===== src/rtl/dual_helix_pkg.sv =====
// -----------------------------------------------------------------------------
// dual_helix_pkg
// Shared types for the dual-helix SoC slice:
//   - dhs_apb_req_t / dhs_apb_resp_t : APB master request / slave response
//   - LDR_CMD_WRITE / LDR_CMD_READ   : command bytes of the UART loader frames
//   - ldr_state_e                    : UART loader FSM states
//   - ldr_le_byte()                  : little-endian byte select from a word
// -----------------------------------------------------------------------------
package dual_helix_pkg;

  typedef struct packed {
    logic [31:0] paddr;
    logic        psel;
    logic        penable;
    logic        pwrite;
    logic [31:0] pwdata;
    logic [3:0]  pstrb;
  } dhs_apb_req_t;

  typedef struct packed {
    logic        pready;
    logic [31:0] prdata;
    logic        pslverr;
  } dhs_apb_resp_t;

  localparam logic [7:0] LDR_CMD_WRITE = 8'hA5;
  localparam logic [7:0] LDR_CMD_READ  = 8'h5A;

  typedef enum logic [2:0] {
    LDR_IDLE,
    LDR_ADDR,
    LDR_DATA,
    LDR_SETUP,
    LDR_ACCESS,
    LDR_RESP
  } ldr_state_e;

  // Byte idx (0 = least significant) of a 32-bit word.
  function automatic logic [7:0] ldr_le_byte(input logic [31:0] word,
                                             input logic [1:0]  idx);
    return word[8*idx +: 8];
  endfunction

endpackage


===== src/rtl/uart_apb_loader.sv =====
// -----------------------------------------------------------------------------
// uart_apb_loader
// Turns a byte stream from a UART receiver into single APB transfers and
// answers each transfer with response bytes to the UART transmitter.
//   write frame : A5, addr[0..3], data[0..3]  -> response: status
//   read  frame : 5A, addr[0..3]              -> response: rdata[0..3], status
//   status      : NAK_BYTE when pslverr=1, otherwise ACK_BYTE
// A partial frame is abandoned when BYTE_TIMEOUT cycles pass without a byte;
// an unknown command byte is dropped. Both raise a one-cycle frame_err_o.
//
// Ports
//   clk_i        : clock, all logic on the rising edge
//   rst_i        : synchronous active-high reset
//   rx_data_i    : received byte          rx_valid_i : rx_data_i valid
//   rx_ready_o   : loader accepts a byte this cycle
//   tx_data_o    : response byte          tx_valid_o : tx_data_o valid
//   tx_ready_i   : transmitter accepts tx_data_o
//   apb_req_o    : APB master request (all-zero outside a transfer)
//   apb_resp_i   : APB response (pready, prdata, pslverr)
//   busy_o       : high whenever the loader is not idle
//   frame_err_o  : one-cycle pulse on unknown command or byte timeout
// -----------------------------------------------------------------------------
module uart_apb_loader
  import dual_helix_pkg::*;
#(
  parameter int unsigned BYTE_TIMEOUT = 1024,
  parameter logic [7:0]  ACK_BYTE     = 8'h06,
  parameter logic [7:0]  NAK_BYTE     = 8'h15
) (
  input  logic          clk_i,
  input  logic          rst_i,
  input  logic [7:0]    rx_data_i,
  input  logic          rx_valid_i,
  output logic          rx_ready_o,
  output logic [7:0]    tx_data_o,
  output logic          tx_valid_o,
  input  logic          tx_ready_i,
  output dhs_apb_req_t  apb_req_o,
  input  dhs_apb_resp_t apb_resp_i,
  output logic          busy_o,
  output logic          frame_err_o
);

  localparam int unsigned       CNT_W     = (BYTE_TIMEOUT > 2) ? $clog2(BYTE_TIMEOUT) : 1;
  localparam logic [CNT_W-1:0]  IDLE_LAST = CNT_W'(BYTE_TIMEOUT - 1);
  localparam logic [CNT_W-1:0]  IDLE_ONE  = CNT_W'(1);

  ldr_state_e       r_state;
  ldr_state_e       w_next_state;

  logic             r_is_write;
  logic [1:0]       r_byte_cnt;
  logic [CNT_W-1:0] r_idle_cnt;
  logic [31:0]      r_addr;
  logic [31:0]      r_wdata;
  logic [31:0]      r_rdata;
  logic             r_slverr;
  logic [2:0]       r_tx_idx;
  logic             r_frame_err;

  logic             w_cmd_ok;
  logic             w_rx_fire;
  logic             w_tx_fire;
  logic             w_tx_last;
  logic [7:0]       w_status;
  logic [7:0]       w_tx_byte;

  assign w_cmd_ok  = (rx_data_i == LDR_CMD_WRITE) || (rx_data_i == LDR_CMD_READ);
  assign w_rx_fire = rx_valid_i && rx_ready_o;
  assign w_tx_fire = tx_valid_o && tx_ready_i;
  assign w_status  = r_slverr ? NAK_BYTE : ACK_BYTE;

  // A write answers with the status byte only; a read sends rdata bytes 0..3
  // first, so index 4 is the status slot.
  assign w_tx_last = r_is_write || (r_tx_idx == 3'd4);
  assign w_tx_byte = w_tx_last ? w_status : ldr_le_byte(r_rdata, r_tx_idx[1:0]);

  assign frame_err_o = r_frame_err;

  // ---------------------------------------------------------------------------
  // State register
  // ---------------------------------------------------------------------------
  always_ff @(posedge clk_i) begin
    if (rst_i) begin
      r_state <= LDR_IDLE;
    end else begin
      r_state <= w_next_state;
    end
  end

  // ---------------------------------------------------------------------------
  // Next state and outputs
  // ---------------------------------------------------------------------------
  always_comb begin
    w_next_state = r_state;
    rx_ready_o   = 1'b0;
    tx_valid_o   = 1'b0;
    tx_data_o    = 8'h00;
    apb_req_o    = '0;
    busy_o       = 1'b1;

    unique case (r_state)
      LDR_IDLE: begin
        busy_o     = 1'b0;
        rx_ready_o = 1'b1;
        if (rx_valid_i && w_cmd_ok) begin
          w_next_state = LDR_ADDR;
        end
      end

      LDR_ADDR: begin
        rx_ready_o = 1'b1;
        // An arriving byte always beats the timeout in the same cycle.
        if (rx_valid_i) begin
          if (r_byte_cnt == 2'd3) begin
            w_next_state = r_is_write ? LDR_DATA : LDR_SETUP;
          end
        end else if (r_idle_cnt == IDLE_LAST) begin
          w_next_state = LDR_IDLE;
        end
      end

      LDR_DATA: begin
        rx_ready_o = 1'b1;
        if (rx_valid_i) begin
          if (r_byte_cnt == 2'd3) begin
            w_next_state = LDR_SETUP;
          end
        end else if (r_idle_cnt == IDLE_LAST) begin
          w_next_state = LDR_IDLE;
        end
      end

      LDR_SETUP: begin
        apb_req_o.psel   = 1'b1;
        apb_req_o.paddr  = r_addr;
        apb_req_o.pwrite = r_is_write;
        apb_req_o.pwdata = r_wdata;
        apb_req_o.pstrb  = r_is_write ? 4'hF : 4'h0;
        w_next_state     = LDR_ACCESS;
      end

      LDR_ACCESS: begin
        // No timeout here: a slave that never answers holds the loader until
        // reset, which is the only way psel may drop mid-transfer.
        apb_req_o.psel    = 1'b1;
        apb_req_o.penable = 1'b1;
        apb_req_o.paddr   = r_addr;
        apb_req_o.pwrite  = r_is_write;
        apb_req_o.pwdata  = r_wdata;
        apb_req_o.pstrb   = r_is_write ? 4'hF : 4'h0;
        if (apb_resp_i.pready) begin
          w_next_state = LDR_RESP;
        end
      end

      LDR_RESP: begin
        tx_valid_o = 1'b1;
        tx_data_o  = w_tx_byte;
        if (tx_ready_i && w_tx_last) begin
          w_next_state = LDR_IDLE;
        end
      end

      default: begin
        w_next_state = LDR_IDLE;
      end
    endcase
  end

  // ---------------------------------------------------------------------------
  // Frame assembly, idle timer, APB capture and response sequencing
  // ---------------------------------------------------------------------------
  always_ff @(posedge clk_i) begin
    if (rst_i) begin
      r_is_write  <= 1'b0;
      r_byte_cnt  <= 2'd0;
      r_idle_cnt  <= '0;
      r_addr      <= 32'h0;
      r_wdata     <= 32'h0;
      r_rdata     <= 32'h0;
      r_slverr    <= 1'b0;
      r_tx_idx    <= 3'd0;
      r_frame_err <= 1'b0;
    end else begin
      r_frame_err <= 1'b0;

      unique case (r_state)
        LDR_IDLE: begin
          r_byte_cnt <= 2'd0;
          r_idle_cnt <= '0;
          r_tx_idx   <= 3'd0;
          if (rx_valid_i) begin
            if (w_cmd_ok) begin
              r_is_write <= (rx_data_i == LDR_CMD_WRITE);
            end else begin
              r_frame_err <= 1'b1;
            end
          end
        end

        LDR_ADDR, LDR_DATA: begin
          if (w_rx_fire) begin
            // The 2-bit counter wraps to 0 after the 4th byte, ready for DATA.
            if (r_state == LDR_ADDR) begin
              r_addr[8*r_byte_cnt +: 8] <= rx_data_i;
            end else begin
              r_wdata[8*r_byte_cnt +: 8] <= rx_data_i;
            end
            r_byte_cnt <= r_byte_cnt + 2'd1;
            r_idle_cnt <= '0;
          end else if (r_idle_cnt == IDLE_LAST) begin
            r_frame_err <= 1'b1;
            r_idle_cnt  <= '0;
            r_byte_cnt  <= 2'd0;
          end else begin
            r_idle_cnt <= r_idle_cnt + IDLE_ONE;
          end
        end

        LDR_ACCESS: begin
          if (apb_resp_i.pready) begin
            r_rdata  <= apb_resp_i.prdata;
            r_slverr <= apb_resp_i.pslverr;
          end
        end

        LDR_RESP: begin
          if (w_tx_fire && !w_tx_last) begin
            r_tx_idx <= r_tx_idx + 3'd1;
          end
        end

        default: begin
          r_byte_cnt <= 2'd0;
        end
      endcase
    end
  end

endmodule


===== config.mk =====
export PLATFORM = sky130hd
export DESIGN_NAME = uart_apb_loader
export DESIGN_NICKNAME = d
export VERILOG_FILES = /design/src/rtl/dual_helix_pkg.sv /design/src/rtl/uart_apb_loader.sv
export SDC_FILE = /design/constraint.sdc
export NUM_CORES = 1
export LEC_CHECK = 0
export CAP_MARGIN = 10
export CORE_ASPECT_RATIO = 1.4
export CORE_MARGIN = 5
export CORE_UTILIZATION = 25
export CTS_CLUSTER_DIAMETER = 120
export DETAILED_ROUTE_END_ITERATION = 12
export PLACE_DENSITY = 0.45
export SKIP_CTS_REPAIR_TIMING = 1
export SYNTH_ARGS = -nofsm -noshare
export SYNTH_HDL_FRONTEND = slang
export SYNTH_SLANG_ARGS = --single-unit

===== constraint.sdc =====
create_clock -name clk_i -period 2.45 [get_ports clk_i]
set_input_delay 0.3675 -clock clk_i [delete_from_list [all_inputs] [get_ports clk_i]]
set_output_delay 0.3675 -clock clk_i [all_outputs]
set_load 0.01 [all_outputs]

# Yosys cells after proc, flatten, opt, wreduce, memory -nomap -nowiden

Cells that the tools add are included.

Bits in registers: 117
Bits in latches: 0
Memory bits (writable): 0
Memory bits (read-only): 0
Output and inout bits: 83
Memories kept: 0

$add $sub $neg: 4
Multiply operators: 0
Divide/modulo/power cells: 0
Magnitude comparators: 0
Equality and inequality tests: 17
Shift-type cells: 3
Mux-type cells: 35
Bitwise operators: 2
Reduce and logical (&&, ||, !) cells: 22

Operators with widths:

| kind                                                  | number |
|---|---|
| bitwise mux 32 bit                                    | 2 |
| two-way mux 37 bit                                    | 1 |
| negation 5 -> 34 bit                                  | 1 |
| variable shift 8 x 34 -> 32 bit, first input constant | 1 |
| variable part select 8 x 34 -> 32 bit                 | 1 |
| two-way mux 33 bit                                    | 1 |
| variable part select 32 x 6 -> 8 bit                  | 1 |
| two-way mux 3 bit                                     | 9 |
| two-way mux 10 bit                                    | 2 |
| one-hot mux 10 bit (2 select lines)                   | 1 |
| one-hot mux 3 bit (6 select lines)                    | 1 |
| two-way mux 8 bit                                     | 2 |
| adder 10 x 1 -> 10 bit, second input constant         | 1 |
| == test 10 bit, second input constant                 | 1 |
| == test 3 bit, second input constant                  | 3 |
| two-way mux 1 bit                                     | 9 |
| != test 3 bit, second input constant                  | 3 |
| AND reduction 3 bit                                   | 3 |
| == test 8 x 7 -> 1 bit, second input constant         | 1 |
| == test 8 bit, second input constant                  | 1 |
| != test 2 bit, second input constant                  | 4 |
| == test 3 x 2 -> 1 bit, second input constant         | 2 |
| one-hot mux 3 bit (2 select lines)                    | 1 |
| AND reduction 2 bit                                   | 3 |
| other kinds (18)                                      | 28 |

# Logic depth before layout (Yosys ltp)

Depth after elaboration: 6
Depth in mapped cells: 8
Mapped depth without buffers: 7

# Worst setup path after synthesis

OpenSTA, ideal clock, no wires.

Kind: register -> output
Start: reg r_state[0]
End: out apb_req_o[1] (netlist bit)
Arrival: 1.650 ns
Required time: 2.082 ns
Setup slack: 0.433 ns
Cell stages (with the launch flop): 8
Path buffers: 4
Cell sequence: dfxtp_1 buf_4 nand3b_1 o21ai_1 buf_1 clkbuf_1 and2_1 buf_4

RTL lines:

| element                | line                  | text |
|---|---|---|
| from (decl)            | uart_apb_loader.sv:48 | `ldr_state_e r_state;` |
| from (signal assigned) | uart_apb_loader.sv:87 | `r_state <= w_next_state;` |
| to (decl)              | uart_apb_loader.sv:38 | `output dhs_apb_req_t apb_req_o,` |

==> summary.txt <==
Global route
  – Largest net degree at the start of global routing: 66
  – First-pass GRT wire length: 27.4 mm
  – Vias in the first global route: 4927
  – Gr usage total: 0.141
  – Initial antenna violation count: 1
  – Global route overflow: 0

Cells and area
  – Post-layout net count: around 900
  – Area of the multi-input gates: between 2000 and 3000 um2
  – Non-filler instance count after layout: 1129
  – Fillers: between 2000 and 2500
  – Final core utilization: 0.374
  – Share of post-route cells with drive strength above 1: 0.116
  – Register Area: 2340 um2
  – Synthesis-to-layout area growth: 48.4%

Yosys
  – Post-synth EDFFs: 0
  – XOR/XNOR Fraction of Synth Area: 0.0192
  – Synth Area in Adders: 0.0206
  – Cell with the most instances after synthesis: nand2_1
  – Seq/Total Area, Yosys: 0.428
  – Largest family of logic cells by synthesized area: simple AND/OR/NAND/NOR gates
  – Average cell area after synthesis: 7.92 um2
  – Count of different cell masters after synthesis: 45
  – Compound-Gate Fraction of Synth Area: 0.122
  – Top FF cell, synth: dfxtp_1
  – Share of the synthesized area in the top cell type: 0.428
  – FF+latch count, synth: 117
  – Multiplexer area fraction after synthesis: 0.0329
  – Total number of yosys warnings: 0
  – Largest area contributor in the netlist: dfxtp_1
  – Main area contributors after synthesis: dfxtp_1 43%, nand2_1 11%, a21oi_1 9.8%
  – Mapped Nets: 746
  – Mapped Cells: 691
  – Cell Area, Synth: 5470 um2
  – Synth Area in Simple Gates: 0.324
  – Fraction of registers with async set/reset: 0
  – Most common library cells after synthesis: 157 x nand2_1, 117 x dfxtp_1, 107 x a21oi_1

STA
  – Final period util: 0.946
  – Setup violators final: 0
  – Min Hold Slack: approximately 450 ps
  – Final hold vios: 0
  – RSZ-0062 raised after global routing: no
  – Max-slew violation count: 0
  – Fmax: 431 MHz
  – Actual slew at the worst max-slew pin: approximately 720 ps
  – Min cycle time layout: ~2300 ps
  – Setup TNS: 0 ps
  – Rel. slew slack: 0.522
  – Clk_skew: 6.22 ps

Pwr
  – P per Cell Area: 589 nW/um2
  – Clock power frac: 0.566
  – Int Pwr: 3.81 mW
  – Total leakage power: 4.01 nW
  – Sequential share of power: 0.399
  – Switching Fraction: 0.202
  – Overall power: 4.78 mW
  – Comb pwr share: 0.035
  – Peak supply drop: 0.000416 V
  – Sw power: 0.967 mW

Critical path
  – R2R Setup Slk: 520 ps
  – WP data arrival: between 1500 and 2000 ps
  – Most common cell on crit path: buf_12
  – Worst path max stage delay: 540 ps
  – Critical path type: reg -> out
  – Reg-to-Reg Start: r_byte_cnt[0]
  – R2R cell count: 6
  – Setup crit start: r_state[2]
  – Critical path depth: 5
  – CP max-delay cell: clkdlybuf4s50_1
  – Top delay family on crit path: buffers and inverters
  – RR Endpoint: r_addr[3]
  – Worst Setup End Kind: output port
  – Worst Path Required: 2080 ps
  – Crit path launch type: flip-flop
  – Worst path bufs/invs: 3
  – CP Capture Point: apb_req_o[38]
  – Crit-path cells: nand3b_1, o21ai_4, buf_12, buf_12, clkdlybuf4s50_1
  – CP Max Fanout: 16

CTS
  – Clock sinks: 117
  – CTS Root Cell: clkbuf_16
  – Clock Latency Late Sink: about 400 ps
  – CTS tree: built
  – # H-tree levels: 4
  – CTS Buf Count: 17
  – Clock Path Buffers: 2
  – Worst-path clk slew: 50 ps

Detailed routing
  – Routed wire length: 18.4 mm
  – Initial drt markers: 328
  – DRT Pass-1 Iters: 4
  – Per-cell routed wire length: 16.3 um
  – Via count of the routed design: 5014
  – DRC: 0
  – Antenna Violating Nets Remaining: 0
  – Via density per instance: 4.44

Placed design
  – RePlAce Congestion: roughly 0.8
  – Placed insts: between 1000 and 1500
  – Buffers added on ports: 128
  – HPWL after detailed placement: 12.5 mm

Floorplanning
  – Core Rows: 64
  – Die area: 25000 um2
  – Die height: between 150 and 200 um
  – Die width: 135 um
  – Initial Utilization: 0.252
  – Core footprint: 21700 um2
  – Io pins: 129

Min path
  – Worst Hold Class: reg -> reg

Job
  – Max Cap Viol: 0

Outcome
  – Status: completed
==> metal layers <==
metal | GRT usage | vias up | wire, um
met5 | 0 | - | 0
li1 | - | 2600 | -
met2 | 0.253 | 108 | 9860
met3 | 0.0345 | 21 | 688
met1 | 0.159 | 2285 | 7440
met4 | 0.0573 | 0 | 441
==> power groups by stage <==
stage | clock, mW | combinational [mW] | sequential [mW]
after floorplan | 0 | 0.0521 | 1.95
after global placement | 0 | 0.170 | 1.95
after detailed placement | 0 | 0.171 | 1.95
after CTS | 2.78 | 0.171 | 1.90
after global routing | 2.87 | 0.178 | 1.90
final | 2.71 | 0.168 | 1.91
==> stage by stage <==
stage                     instance area, um2  setup WS [ps]
after floorplan                         5470            433
final                                   8120            132
after global placement                  7130            351
after CTS                               7770           -108
after global routing                    8120           13.1
after detailed placement                7130            301
==> cells in the final DEF, fill, tap and decap left out, types with 3 or more instances in the layout <==
cell type | Yosys | final
buf_12 | 0 | 4
and2_1 | 68 | 67
a21oi_1 | 107 | 107
buf_4 | 9 | 33
inv_1 | 5 | 5
xor2_1 | 3 | 3
mux4_2 | 8 | 8
nor4bb_1 | 4 | 4
bufinv_16 | 0 | 4
nand2_1 | 157 | 156
xnor2_1 | 9 | 9
and3_1 | 5 | 5
dlymetal6s2s_1 | 0 | 72
nand2b_1 | 4 | 3
clkbuf_8 | 0 | 5
nor3_1 | 10 | 10
clkdlybuf4s50_1 | 0 | 55
nand3_1 | 35 | 35
ha_1 | 9 | 9
nor2_1 | 21 | 20
dfxtp_1 | 117 | 116
nand4_1 | 35 | 35
nand3b_1 | 3 | 3
o21ai_0 | 4 | 4
clkbuf_16 | 0 | 20
==> area by class of cell <==
cell class                 count  area share
clock inverter                 8      0.0180
timing repair buffer         168       0.230
multi-input combinational    508       0.353
sequential                   117       0.289
clock buffer                  22      0.0609
tap                          297      0.0458
antenna                        1    0.000308
inverter                       8     0.00370
==> sequential cells by signal, indices dropped and copies added, names as in the netlist <==
signal,flops
frame_err_o,1
r_addr,32
r_byte_cnt,2
r_idle_cnt,10
r_is_write,1
r_rdata,32
r_slverr,1
r_state,3
r_tx_idx,3
r_wdata,32
==> how the worst min path moves through the flow <==
| stage | startpoint | end | slack, ps | depth (start not counted) |
|---|---|---|---|---|
| 2_1_floorplan | r_addr[0] | r_addr[0] | 430 | 2 |
| 3_3_place_gp | r_addr[11] | r_addr[11] | 440 | 2 |
| 3_5_place_dp | r_wdata[20] | r_wdata[20] | 440 | 2 |
| 4_1_cts | r_wdata[20] | r_wdata[20] | 450 | 2 |
| 5_1_grt | r_wdata[20] | r_wdata[20] | 460 | 2 |
| 6_report | r_wdata[20] | r_wdata[20] | 450 | 2 |
==> cells by family (layout without fill, tap and decap cells) <==
| logic type | after synthesis | after routing |
|---|---|---|
| compound gates | 124 | 124 |
| xor+xnor | 12 | 12 |
| fa+ha+maj | 9 | 9 |
| buf+inv | 66 | 206 |
| flops | 117 | 117 |
| mux | 8 | 8 |
| other cells | 0 | 1 |
| simple gates | 355 | 355 |
==> worst register-to-register path, cell delays in order, from the launching register on <==
cell and delay (ps):
dfxtp_1 500, inv_2 120, ha_1 370, nor3b_1 360, buf_4 230, nand4_1 120
a21oi_1 150
(Power assumes the default switching activity.)
